**config.mk**
```make
export PLATFORM = sky130hd
export DESIGN_NAME = rotary_emulator
export DESIGN_NICKNAME = d
export VERILOG_FILES = /design/src/rtl/rotary_emulator.sv
export SDC_FILE = /design/constraint.sdc
export NUM_CORES = 1
export LEC_CHECK = 0
export CELL_PAD_IN_SITES_DETAIL_PLACEMENT = 0
export CELL_PAD_IN_SITES_GLOBAL_PLACEMENT = 1
export CORE_AREA = 2 2 90 66
export CTS_BUF_LIST = sky130_fd_sc_hd__clkbuf_8
export DETAILED_ROUTE_END_ITERATION = 8
export DIE_AREA = 0 0 92 68
export GPL_TIMING_DRIVEN = 0
export MAX_ROUTING_LAYER = met4
export PLACE_DENSITY = 0.58
export REMOVE_ABC_BUFFERS = 1
export SYNTH_ARGS = -nofsm -noshare
export SYNTH_HDL_FRONTEND = slang
export SYNTH_SLANG_ARGS = --single-unit
```
**constraint.sdc**
```tcl
create_clock -name clk -period 3.87 [get_ports clk]
set_input_delay 0.774 -clock clk [delete_from_list [all_inputs] [get_ports clk]]
set_output_delay 0.774 -clock clk [all_outputs]
set_load 0.03 [all_outputs]
```
**src/rtl/rotary_emulator.sv**
```systemverilog
// Quadrature encoder emulator: turns queued step requests into A/B detent sequences.
// Pending requests net out in a saturating signed counter; one detent is emitted per unit.
module rotary_emulator #(
  parameter int unsigned PHASE_CYCLES = 16,
  parameter int unsigned PEND_MAX     = 15
) (
  input  logic       clk,
  input  logic       rst_n,
  input  logic       step_inc,
  input  logic       step_dec,
  output logic       rotary_inc_a,
  output logic       rotary_inc_b,
  output logic       busy,
  output logic [7:0] pending
);

  typedef enum logic [2:0] {StIdle, StPh1, StPh2, StPh3, StGap} state_e;

  localparam logic [7:0]        PhaseLast = 8'(PHASE_CYCLES - 1);
  localparam logic signed [9:0] PendMax   = 10'(PEND_MAX);

  state_e            r_state;
  logic [7:0]        r_timer;
  logic              r_dir;  // 1 = dec
  logic              r_a;
  logic              r_b;
  logic signed [7:0] r_pending;

  logic              w_phase_done;
  logic              w_commit;
  logic signed [9:0] w_delta;
  logic signed [9:0] w_sum;
  logic signed [7:0] w_pending_d;

  assign w_phase_done = (r_timer == PhaseLast);
  assign w_commit     = (r_state == StIdle) && (r_pending != 8'sd0);

  always_comb begin
    w_delta = 10'sd0;
    if (w_commit) begin
      w_delta = r_pending[7] ? -10'sd1 : 10'sd1;
    end
    w_sum = {{2{r_pending[7]}}, r_pending};
    w_sum = w_sum + (step_inc ? 10'sd1 : 10'sd0) - (step_dec ? 10'sd1 : 10'sd0) - w_delta;
    if (w_sum > PendMax) begin
      w_pending_d = PendMax[7:0];
    end else if (w_sum < -PendMax) begin
      w_pending_d = 8'(-PendMax);
    end else begin
      w_pending_d = w_sum[7:0];
    end
  end

  always_ff @(posedge clk or negedge rst_n) begin
    if (!rst_n) begin
      r_pending <= 8'sd0;
    end else begin
      r_pending <= w_pending_d;
    end
  end

  // Outputs are registered alongside the state so each encoding appears on the entry edge.
  always_ff @(posedge clk or negedge rst_n) begin
    if (!rst_n) begin
      r_state <= StIdle;
      r_timer <= 8'd0;
      r_dir   <= 1'b0;
      r_a     <= 1'b0;
      r_b     <= 1'b0;
    end else begin
      unique case (r_state)
        StIdle: begin
          r_timer <= 8'd0;
          if (w_commit) begin
            r_state      <= StPh1;
            r_dir        <= r_pending[7];
            {r_a, r_b}   <= r_pending[7] ? 2'b10 : 2'b01;
          end
        end
        StPh1: begin
          if (w_phase_done) begin
            r_state    <= StPh2;
            r_timer    <= 8'd0;
            {r_a, r_b} <= 2'b11;
          end else begin
            r_timer <= r_timer + 8'd1;
          end
        end
        StPh2: begin
          if (w_phase_done) begin
            r_state    <= StPh3;
            r_timer    <= 8'd0;
            {r_a, r_b} <= r_dir ? 2'b01 : 2'b10;
          end else begin
            r_timer <= r_timer + 8'd1;
          end
        end
        StPh3: begin
          if (w_phase_done) begin
            r_state    <= StGap;
            r_timer    <= 8'd0;
            {r_a, r_b} <= 2'b00;
          end else begin
            r_timer <= r_timer + 8'd1;
          end
        end
        StGap: begin
          if (w_phase_done) begin
            r_state <= StIdle;
            r_timer <= 8'd0;
          end else begin
            r_timer <= r_timer + 8'd1;
          end
        end
        default: begin
          r_state    <= StIdle;
          r_timer    <= 8'd0;
          {r_a, r_b} <= 2'b00;
        end
      endcase
    end
  end

  assign rotary_inc_a = r_a;
  assign rotary_inc_b = r_b;
  assign busy         = (r_state != StIdle);
  assign pending      = r_pending;

endmodule

```
# Word-level counts from Yosys, hierarchy flattened

Cells that the tools add are included.

Bits in registers: 22
Input port bits: 4
Output and inout port bits: 11
Logic and storage cells: 55

Add/subtract/negate cells: 4
$lt $le $gt $ge: 2
Eq/ne operators: 10
Mux-type cells: 24
Bitwise logic cells: 1
Reduce and logical (&&, ||, !) cells: 8

Operator list:

| cell                                                 | number |
|---|---|
| two-way mux 8 bit                                    | 4 |
| two-way mux 10 bit                                   | 2 |
| two-way mux 3 bit                                    | 5 |
| one-hot mux 3 bit (5 select lines)                   | 1 |
| > comparator 10 x 5 -> 1 bit (second input constant) | 1 |
| < comparator 10 x 5 -> 1 bit (second input constant) | 1 |
| inequality test 2 bit (second input constant)        | 5 |
| one-hot mux 1 bit (5 select lines)                   | 2 |
| AND reduction 5 bit                                  | 2 |
| subtractor 10 bit                                    | 1 |
| subtractor 9 x 2 -> 10 bit                           | 1 |
| adder 8 x 2 -> 9 bit                                 | 1 |
| adder 8 x 1 -> 8 bit (second input constant)         | 1 |
| equality test 8 x 4 -> 1 bit (second input constant) | 1 |
| two-way mux 1 bit                                    | 8 |
| nonzero test 8 bit                                   | 1 |
| equality test 3 x 2 -> 1 bit (second input constant) | 2 |
| two-way mux 2 bit                                    | 2 |
| OR reduction 4 bit                                   | 1 |
| equality test 3 x 1 -> 1 bit (second input constant) | 1 |
| equality test 3 bit (second input constant)          | 1 |
| zero test 3 bit                                      | 1 |
| nonzero test 3 bit                                   | 1 |
| AND reduction 2 bit                                  | 1 |
| other kinds (2)                                      | 2 |

# Depth between registers and ports, before layout

Gate-level depths: netlist (run 1).

Depth in word-level cells: 7
Gate-level depth with buffers: 17
Mapped depth without buffers: 17

# Worst setup path before layout (run 1)

OpenSTA, ideal clock, no wires.

Path kind: register to register
From: reg r_state[2]
To: reg r_pending[0] (netlist: pending[0])
Library setup time: 125 ps
Arrival: 3383 ps
Data required time: 3745 ps
Slack: 362 ps
Cell stages (with the launch flop): 18
Path buffers: 1
Period minus slack after synthesis: 3508 ps
Cells stage by stage: dfrtp_1 -> clkbuf_1 -> nor3_1 -> nand2_1 -> fa_1 -> inv_1 -> fa_1 -> inv_1 -> ha_1 -> inv_1 -> fa_1 -> nor2b_1 -> o2111ai_1 -> nand2_1 -> a21o_2 -> inv_1 -> nor4_1 -> o21bai_1

Longest elaborated chain between the ends: 7
Elaborated cells on any way between the ends: 8
Classes of those cells: add/sub (1); order compare (2); mux (3); reduce/logical (2)

RTL lines:

| item                         | RTL line | RTL |
|---|---|---|
| from (decl)                  | 22       | `state_e r_state;` |
| from (signal assigned)       | 65       | `r_state <= StIdle;` |
| from (signal assigned)       | 75       | `r_state <= StPh1;` |
| from (signal assigned)       | 82       | `r_state <= StPh2;` |
| zero test 3 bit (*)          | 36       | `assign w_commit = (r_state == StIdle) && (r_pending != 8'sd0);` |
| logical AND 1 bit (*)        | 36       |  |
| two-way mux 10 bit (*)       | 40       | `if (w_commit) begin` |
| subtractor 10 bit (*)        | 44       | `w_sum = w_sum + (step_inc ? 10'sd1 : 10'sd0) - (step_dec ? 10'sd1 : 10'sd0) - w_delta;` |
| < comparator 10 x 5 -> 1 bit | 47       | `end else if (w_sum < -PendMax) begin` |
| two-way mux 8 bit            | 47       |  |
| two-way mux 8 bit (*)        | 45       | `if (w_sum > PendMax) begin` |
| via w_pending_d[0]           | 33       | `logic signed [7:0] w_pending_d;` |
| to (signal assigned)         | 58       | `r_pending <= w_pending_d;` |
| to (decl)                    | 27       | `logic signed [7:0] r_pending;` |

The timed path passes the listed nets; every way through them passes the cells marked *.
A chain may end at the register's enable or synchronous reset.

# Worst setup path in the final report (run 1)

From: in step_dec
To: reg r_pending[1] (netlist: pending[1])

Longest elaborated chain between the ends: 6
Elaborated cells on any way between the ends: 7
Classes of those cells: add/sub (2); order compare (2); mux (3)

RTL lines:

| item                           | RTL line | RTL |
|---|---|---|
| from (decl)                    | 10       | `input logic step_dec,` |
| two-way mux 1 bit (*)          | 44       |  |
| subtractor 9 x 2 -> 10 bit (*) | 44       |  |
| subtractor 10 bit (*)          | 44       |  |
| < comparator 10 x 5 -> 1 bit   | 47       |  |
| two-way mux 8 bit              | 47       |  |
| two-way mux 8 bit (*)          | 45       |  |
| via w_pending_d[1]             | 33       |  |

Marked as above.

==> impl_metrics.json, run 1 <==
{
  "status": "complete, no violations",
  "rsz0062_at_grt": "false",
  "dieHeight_um": 68,
  "final.setup.tns_ns": 0,
  "htreeDepth": 1,
  "startpoint_type": "primary input",
  "drv_slew": 0,
  "maxSlewHeadroom": 0.3340,
  "busiest_layer": "met2",
  "hold_slack_ns": 0.4587,
  "drt-total-wl_um": 3340,
  "cp-end-kind": "register",
  "grt_overflow": 0,
  "ys_async_sr_fraction": 1.000,
  "synthFlopType": "dfrtp_1",
  "port_buffers": 14,
  "hold_depth": 1,
  "setup_viol": 0,
  "rows": 23,
  "synth-edff-count": 0,
  "seqPwrFrac": 0.206,
  "dr.pass1.iters": 4,
  "clockBufferDepth": 2,
  "fmax_mhz": 270.6,
  "combPwrFrac": 0.695,
  "synth_seq_area_share": 0.3369,
  "syn_area_um2": 1634,
  "power.share.clock": 0.099,
  "syn-mean-instance-area_um2": 9.028,
  "drc": 0,
  "worstSkewPairLatency_ns": 0.26,
  "clock_sinks": 22,
  "drt_iter0_drc": 44,
  "worstMarginPinSlew_ns": 0.9958,
  "dieArea_um2": 6256,
  "worstHoldEndpoint": "r_timer[0]",
  "r2r_slack_ns": 0.26,
  "hold_start": "r_timer[0]",
  "syn_inst": 181,
  "gp_congestion": 0.7730,
  "fin_skew_ns": 0.004775,
  "diodes": 0,
  "met3_usage": 0.01652,
  "io_pins": 15,
  "cap_violations": 0,
  "worstRegToRegCells": 15,
  "arrival_ns": 3.83,
  "cts-buffers-inserted": 3,
  "finalHoldViolations": 0,
  "met1_usage": 0.1644,
  "synth.cells.most_frequent": "28 x inv_1, 22 x dfrtp_1, 22 x nor2_1, 19 x ha_1, 9 x nand2_1",
  "synth.area.top_cells": "dfrtp_1 34%, ha_1 15%, inv_1 6.4%",
  "cts_tree": "built",
  "initial_core_util": 0.2989,
  "holdBufCountCts": 0,
  "ys_types": 41,
  "clk_root_buffer_cell": "clkbuf_8",
  "routedWlPerCell_um": 12.32,
  "hpwl_um": 2697,
  "irDropWorstVdd_mv": 0.4573,
  "ys.warnings.count": 0,
  "layout_min_cycle_time_ns": 3.696,
  "grt_pass1_vias": 1194,
  "path_max_fanout": 3,
  "die_w_um": 92,
  "period_share": 0.9550,
  "grt_max_degree": 23,
  "area_delta_synth_final_pct": 20.83,
  "crit_type": "in2reg",
  "crit_required_ns": 4.00,
  "antenna_left": 0,
  "r2r_start": "r_state[0]",
  "synth_largest_area_cell": "dfrtp_1",
  "antenna_found_initial": 0,
  "fin_nets": 223,
  "total_power_mw": 1.650,
  "r2r-end": "pending[1]",
  "vias": 1254,
  "synth_top_area_frac": 0.3369,
  "met2_usage": 0.1875,
  "coreArea_um2": 5468,
  "powerDensity_nw_per_um2": 835.7,
  "p_int_uw": 856.7,
  "power_switching_uw": 793.3,
  "postCtsSetupBuffers": 0,
  "synth_most_common_cell": "inv_1",
  "n_fill_cell": 554,
  "swShare": 0.4808,
  "fin_util": 0.3611,
  "cts.clk_slew.worst_paths_ns": 0.07,
  "leakage_nw": 0.8969,
  "ys_ff_latch": 22,
  "grt_usage": 0.1166,
  "min_path_type": "reg2reg",
  "drt-vias-per-instance": 4.627,
  "grt_pass1_wl_um": 5664,
  "drive_above_1_share": 0.1071
}
## cells in the final DEF (no fill, tap or decap), types with 2 or more instances in the layout
master | synthesis | final
a21o_1 | 3 | 3
a21oi_1 | 4 | 4
and2_1 | 2 | 2
clkbuf_8 | 0 | 4
clkdlybuf4s50_1 | 0 | 14
dfrtp_1 | 22 | 19
dfrtp_2 | 0 | 3
fa_1 | 3 | 2
ha_1 | 19 | 18
inv_1 | 28 | 28
nand2_1 | 9 | 9
nand2b_1 | 3 | 3
nand3_1 | 6 | 6
nand3b_1 | 2 | 2
nor2_1 | 22 | 22
nor2b_1 | 3 | 2
nor3_1 | 5 | 4
nor4_2 | 0 | 2
o21ai_0 | 5 | 5
o22ai_1 | 4 | 4
xnor2_1 | 6 | 6
xor2_1 | 7 | 7
## stage by stage
step           setup WS [ns]  std cells  area (um2)
2_1_floorplan         0.3368        178        1623
3_3_place_gp         -0.2804        267        1857
3_5_place_dp         -0.2662        267        1857
4_1_cts             0.005668        271        1931
5_1_grt              0.01689        271        1974
6_report              0.1742        271        1974
## flip-flops by register name, summed over array words and instances (netlist names)
name          flops
r_timer           8
rotary_inc_a      1
pending           8
r_state           3
r_dir             1
rotary_inc_b      1
## critical path, stage by stage
cell and delay, ns:
clkdlybuf4s50_1 0.45, inv_1 0.05, fa_1 0.38, inv_1 0.07
fa_1 0.40, inv_1 0.07, ha_2 0.18, inv_1 0.05
fa_2 0.36, nor2b_2 0.16, o22ai_1 0.11, xnor2_1 0.15
and3_2 0.23, a41oi_1 0.27, o22ai_1 0.13
## how the worst max path moves through the flow
stage	startpoint	endpoint
after global placement	step_dec	pending[0]
after floorplan	r_state[1]	pending[0]
after detailed placement	step_dec	pending[0]
after global routing	step_dec	pending[0]
after CTS	step_dec	pending[0]
final	step_dec	pending[1]
## per-layer routing
layer  part of all wire  wire length, um
met4                  0                0
met1               0.55             1824
met2               0.43             1423
met5                  0                0
met3              0.027               91
## area by class of cell
cell class	instances	area [um2]	share of cell area
multi-input combinational	128	1026	0.5196
sequential	22	554.3	0.2807
timing repair buffer	14	140.1	0.07098
inverter	28	105.1	0.05323
tap	75	93.84	0.04753
clock buffer	4	55.05	0.02788
## power by group through the flow
stage          combinational (mW)  clock [mW]  sequential, mW
6_report                     1.15       0.163           0.340
5_1_grt                      1.27       0.175           0.348
2_1_floorplan               0.770           0           0.395
3_5_place_dp                 1.10           0           0.329
3_3_place_gp                 1.09           0           0.333
4_1_cts                      1.10       0.168           0.329
## cells by family (layout without fill, tap and decap cells)
kind of cell	after synthesis	count (layout)	share of synthesized area
and+or+nand+nor	62	62	0.1884
xor gates and xnor gates	14	14	0.07964
adders and majority gates	22	22	0.1822
DFF	22	22	0.3369
AOI/OAI and AO/OA	30	30	0.1417
buffers and inverters	31	46	0.07121
## what timing repair did
| action | 4_1_cts | 5_1_grt |
|---|---|---|
| pin swaps | 0 | 2 |
| endpoints found under the setup margin | 4 | 4 |
| resized for setup | 4 | 10 |
Power figures use the tool's default switching activity.
==> run 2, diff against run 1 <==
--- a/config.mk
+++ b/config.mk
@@ -5,13 +5,13 @@
 export SDC_FILE = /design/constraint.sdc
 export NUM_CORES = 1
 export LEC_CHECK = 0
+export CAP_MARGIN = 25
 export CELL_PAD_IN_SITES_DETAIL_PLACEMENT = 0
 export CELL_PAD_IN_SITES_GLOBAL_PLACEMENT = 1
 export CORE_AREA = 2 2 90 66
 export CTS_BUF_LIST = sky130_fd_sc_hd__clkbuf_8
 export DETAILED_ROUTE_END_ITERATION = 8
 export DIE_AREA = 0 0 92 68
-export GPL_TIMING_DRIVEN = 0
 export MAX_ROUTING_LAYER = met4
 export PLACE_DENSITY = 0.58
 export REMOVE_ABC_BUFFERS = 1
==> constraint.sdc (replaced) <==
create_clock -name clk -period 4.2 [get_ports clk]
set_input_delay 0.84 -clock clk [delete_from_list [all_inputs] [get_ports clk]]
set_output_delay 0.84 -clock clk [all_outputs]
set_load 0.03 [all_outputs]
==> run 2 against run 1 <==
Utilization shrank 0.34 points; sequential share of layout area grew 0.077 points; cell count grew 1.5%; clock skew grew 0.0033 ns; non-clock buffer count grew 4; clock power shrank 9%; critical path type unchanged; largest power group unchanged.
==> impl_metrics.json, run 2 (synthesized netlist as in run 1, its figures left out) <==
{
  "status": "complete, no violations",
  "postCtsSetupBuffers": 0,
  "grt_max_degree": 23,
  "cts.clk_slew.worst_paths_ns": 0.07,
  "min_path_type": "reg2reg",
  "rows": 23,
  "layout.cells.non_filler": 275,
  "finalHoldViolations": 0,
  "grt_pass1_wl_um": 6147,
  "worstMarginPinSlew_ns": 0.5663,
  "crit_path_start": "step_dec",
  "grt_overflow": 0,
  "hpwl_um": 2812,
  "routedWlPerCell_um": 12.66,
  "dieHeight_um": 68,
  "cap_violations": 0,
  "worstSkewPairLatency_ns": 0.26,
  "ctsResizeCount": 0,
  "drc": 0,
  "final_common_cell": "inv_1",
  "crit_required_ns": 4.33,
  "die_w_um": 92,
  "initial_core_util": 0.2989,
  "layout_min_cycle_time_ns": 3.816,
  "crit_slowest_cell": "clkdlybuf4s50_1",
  "fmax_mhz": 262.1,
  "fin_nets": 227,
  "period_share": 0.9086,
  "leakage_nw": 0.9216,
  "path_max_fanout": 3,
  "rsz0062_at_grt": "false",
  "port_buffers": 14,
  "dr.pass1.iters": 4,
  "dp_cells": 270,
  "crit_type": "in2reg",
  "arrival_ns": 3.94,
  "antenna_found_initial": 0,
  "setup_viol": 0,
  "r2r_start": "r_state[1]",
  "clk_root_buffer_cell": "clkbuf_8",
  "gp_congestion": 0.7573,
  "io_pins": 15,
  "powerDensity_nw_per_um2": 761.5,
  "cp-end-kind": "register",
  "n_fill_cell": 573,
  "fin_util": 0.3577,
  "grt_pass1_vias": 1344,
  "diodes": 0,
  "drv_slew": 0,
  "drt-total-wl_um": 3481,
  "fin_skew_ns": 0.008086,
  "grt_usage": 0.1264,
  "clockBufferDepth": 2,
  "crit_family": "adder cells",
  "clock_sinks": 22,
  "htreeDepth": 1,
  "area_delta_synth_final_pct": 19.68,
  "max_stage_delay_ns": 0.45,
  "final.setup.tns_ns": 0,
  "mostFrequentLayoutCells": "28 x inv_1, 22 x nor2_1, 22 x dfrtp_1",
  "antenna_left": 0,
  "coreArea_um2": 5468,
  "maxSlewHeadroom": 0.6213,
  "irDropWorstVdd_mv": 0.3158,
  "cts-buffers-inserted": 3,
  "hold_start": "r_timer[0]",
  "critPathBufInv": 5,
  "drt-vias-per-instance": 4.720,
  "vias": 1298,
  "drt_iter0_drc": 45,
  "holdBufCountCts": 0,
  "dieArea_um2": 6256,
  "cp_cell_sequence": "clkdlybuf4s50_1, inv_1, fa_1, inv_1, fa_1, inv_1, ha_1, inv_1, fa_1, nor2b_1, o22ai_1, xnor2_1, or2_1, nor3_1, o22ai_1",
  "startpoint_type": "primary input",
  "cts_tree": "built",
  "cp_common_cell": "inv_1",
  "drive_above_1_share": 0.07500
}
## run 2: cell count changes in the layout (fill, tap and decap cells not counted), moves of 2 or more
cell | previous run | this run
buf_4 | 0 | 3
nor4_1 | 1 | 3
dfrtp_1 | 19 | 22
dfrtp_2 | 3 | 0
## run 2: routing by layer
metal | track usage | wire (um) | up-vias
li1 | - | - | 643
met1 | 0.1827 | 1822 | 628
met2 | 0.1930 | 1548 | 27
met3 | 0.01762 | 110 | 0
met4 | 0.02052 | 0 | 0
met5 | - | 0 | -
## run 2: cell type report
cell class | instances | area [um2] | area share
multi-input cells | 128 | 973.4 | 0.4978
flip-flops and latches | 22 | 550.5 | 0.2815
repair buffers | 18 | 177.7 | 0.09085
inverters | 28 | 105.1 | 0.05374
well taps | 75 | 93.84 | 0.04798
clock buffers | 4 | 55.05 | 0.02815
## run 2: worst paths after layout
path                       cells after the start  slack, ns         end
max                                           15       0.38  pending[1]
min                                            1       0.48  r_timer[0]
min reg2reg                                    1       0.48  r_timer[0]
max reg2reg                                   15       0.42  pending[1]
min in group asynchronous                      1       0.94  r_timer[7]
max in group asynchronous                      2       2.79  pending[6]
## run 2: worst reg2reg max path, cell delays in order, from the launching register on
cell     delay [ns]
dfrtp_1        0.52
nor3_1         0.33
nand2_1        0.18
fa_1           0.39
inv_1          0.08
fa_1           0.40
inv_1          0.07
ha_1           0.17
inv_1          0.06
fa_1           0.40
nor2b_1        0.17
o22ai_1        0.11
xnor2_1        0.15
or2_1          0.25
nor3_1         0.24
o22ai_1        0.11
## run 2: per-stage QoR
| stage | setup WS, ns | hold WS (ns) | power, mW | cell area (um2) |
|---|---|---|---|---|
| global placement | 0.1405 | 0.4468 | 1.346 | 1879 |
| CTS | 0.2912 | 0.4833 | 1.500 | 1934 |
| finish | 0.3841 | 0.4821 | 1.489 | 1956 |
| global route | 0.08485 | 0.5016 | 1.645 | 1956 |
| floorplan | 0.6668 | 0.4329 | 1.073 | 1623 |
| detailed placement | 0.07778 | 0.4710 | 1.345 | 1879 |
## run 2: power by group
part	switching, mW	internal (mW)
sequential	0.0475	0.256
clock	0.0644	0.0834
combinational	0.582	0.455
total	0.694	0.795
==> run 3, diff against run 2 <==
--- a/config.mk
+++ b/config.mk
@@ -8,12 +8,12 @@
 export CAP_MARGIN = 25
 export CELL_PAD_IN_SITES_DETAIL_PLACEMENT = 0
 export CELL_PAD_IN_SITES_GLOBAL_PLACEMENT = 1
-export CORE_AREA = 2 2 90 66
+export CORE_AREA = 2 2 97 62
 export CTS_BUF_LIST = sky130_fd_sc_hd__clkbuf_8
 export DETAILED_ROUTE_END_ITERATION = 8
-export DIE_AREA = 0 0 92 68
+export DIE_AREA = 0 0 99 64
 export MAX_ROUTING_LAYER = met4
-export PLACE_DENSITY = 0.58
+export PLACE_DENSITY = 0.57
 export REMOVE_ABC_BUFFERS = 1
 export SYNTH_ARGS = -nofsm -noshare
 export SYNTH_HDL_FRONTEND = slang
==> run 3 against run 2 <==
Combinational power hardly changed; critical path depth stayed put; power is 1.1% higher; die area is 1.3% higher; via count is 1.9% lower; first-iteration DRC count is 51% higher; clock power hardly changed; worst hold slack worse by 0.024 ns; clock skew is 0.0012 ns lower; clock-buffer cell count stayed put; critical endpoint is now pending[0]; largest power group unchanged; highest routed layer unchanged.
==> impl_metrics.json, run 3 (synthesized netlist as in run 1, its figures left out) <==
{
  "coreArea_um2": 5386,
  "clock_sinks": 22,
  "crit_slowest_cell": "clkdlybuf4s50_1",
  "irDropWorstVdd_mv": 0.3394,
  "max_stage_delay_ns": 0.45,
  "dr.pass1.iters": 4,
  "crit_type": "in2reg",
  "path_depth": 15,
  "grt_overflow": 0,
  "die_w_um": 99,
  "maxSlewHeadroom": 0.7270,
  "leakage_nw": 0.9261,
  "cts-buffers-inserted": 3,
  "final_common_cell": "inv_1",
  "diodes": 0,
  "hold_depth": 1,
  "rows": 21,
  "worstRegToRegCells": 15,
  "worstMarginPinSlew_ns": 0.4082,
  "powerDensity_nw_per_um2": 772.3,
  "layout_min_cycle_time_ns": 3.847,
  "io_pins": 15,
  "place_area_um2": 1879,
  "status": "complete, no violations",
  "vias": 1273,
  "crit_end": "pending[0]",
  "antenna_found_initial": 0,
  "hold_slack_ns": 0.4584,
  "fin_area_um2": 1949,
  "grt_pass1_vias": 1225,
  "min_path_type": "reg2reg",
  "r2r_slack_ns": 0.45,
  "clk_root_buffer_cell": "clkbuf_8",
  "dieArea_um2": 6336,
  "worstSkewPairLatency_ns": 0.26,
  "rsz0062_at_grt": "false",
  "grt_pass1_wl_um": 5920,
  "dieHeight_um": 64,
  "port_buffers": 14,
  "fin_nets": 228,
  "drv_slew": 0,
  "r2r-end": "pending[0]",
  "period_share": 0.9159,
  "initial_core_util": 0.3034,
  "holdBufCountCts": 0,
  "htreeDepth": 1,
  "n_fill_cell": 546,
  "startpoint_type": "primary input",
  "final.setup.tns_ns": 0,
  "cp_cell_sequence": "clkdlybuf4s50_1, inv_1, fa_1, inv_1, fa_1, inv_1, ha_1, inv_1, fa_1, nor2b_1, o22ai_1, xnor2_1, or2_1, nor4_1, o21bai_1",
  "cp_common_cell": "inv_1",
  "drc": 0,
  "r2r_start": "r_state[1]",
  "cp-end-kind": "register",
  "grt_usage": 0.1199,
  "drt-total-wl_um": 3360,
  "clockBufferDepth": 2,
  "critPathBufInv": 5,
  "arrival_ns": 3.99,
  "drt_iter0_drc": 68,
  "ctsResizeCount": 0,
  "routedWlPerCell_um": 12.44,
  "total_power_mw": 1.505,
  "area_delta_synth_final_pct": 19.30,
  "fmax_mhz": 260.0,
  "setup_viol": 0,
  "gp_congestion": 0.8066,
  "mostFrequentLayoutCells": "28 x inv_1, 22 x nor2_1, 22 x dfrtp_1",
  "fin_skew_ns": 0.006873,
  "grt_max_degree": 23,
  "hpwl_um": 2767,
  "drt-vias-per-instance": 4.715,
  "antenna_left": 0,
  "cts_tree": "built",
  "path_max_fanout": 3,
  "postCtsSetupBuffers": 0,
  "fin_util": 0.3619,
  "finalHoldViolations": 0,
  "crit_path_start": "step_dec",
  "drive_above_1_share": 0.07463,
  "hold_start": "r_timer[0]",
  "cts.clk_slew.worst_paths_ns": 0.07,
  "crit_family": "adder cells",
  "crit_required_ns": 4.34,
  "cap_violations": 0
}
## run 3: cell count changes in the layout (fill, tap and decap cells not counted), sizes merged
cell / delta
buf: +1
## run 3: routing by layer
metal | part of all wire | wire length (um) | vias to the layer above | global-route usage
met2 | 0.38 | 1264 | 20 | 0.1563
met3 | 0.027 | 91 | 0 | 0.02407
li1 | - | - | 651 | -
met4 | 0 | 0 | 0 | 0.01541
met5 | 0 | 0 | - | -
met1 | 0.60 | 2004 | 602 | 0.1913
## run 3: layout make-up
| type | count | area [um2] | share of cell area |
|---|---|---|---|
| clock buffers | 4 | 55.05 | 0.02824 |
| inverters | 28 | 105.1 | 0.05392 |
| multi-input cells | 128 | 967.2 | 0.4961 |
| flip-flops and latches | 22 | 550.5 | 0.2824 |
| well taps | 69 | 86.33 | 0.04429 |
| repair buffers | 19 | 185.2 | 0.09499 |
## run 3: worst reg2reg max path: stages (launching register included)
cell and delay, ns:
dfrtp_1 0.52, nor3_1 0.29, nand2_1 0.17, fa_1 0.40
inv_1 0.07, fa_1 0.40, inv_1 0.07, ha_1 0.18
inv_1 0.06, fa_1 0.40, nor2b_1 0.18, o22ai_1 0.12
xnor2_1 0.16, or2_1 0.26, nor4_1 0.28, o21bai_1 0.09
## run 3: power by group
group / internal (mW) / switching, mW
Sequential: 0.256 / 0.0392
Combinational: 0.462 / 0.599
Clock: 0.0835 / 0.0663
Total: 0.801 / 0.704
## run 3: through the flow
stage | cells | setup slack (ns)
4_1_cts | 269 | 0.3590
3_3_place_gp | 265 | 0.1190
6_report | 270 | 0.3532
2_1_floorplan | 178 | 0.6668
5_1_grt | 270 | 0.05330
3_5_place_dp | 265 | 0.09130
## run 3: how the worst min path moves through the flow
stage                            end  slack [ns]
after floorplan           r_timer[0]        0.43
after global routing      r_timer[0]        0.49
after detailed placement  r_timer[0]        0.46
final                     r_timer[0]        0.46
after CTS                 r_timer[0]        0.47
after global placement    r_timer[0]        0.45
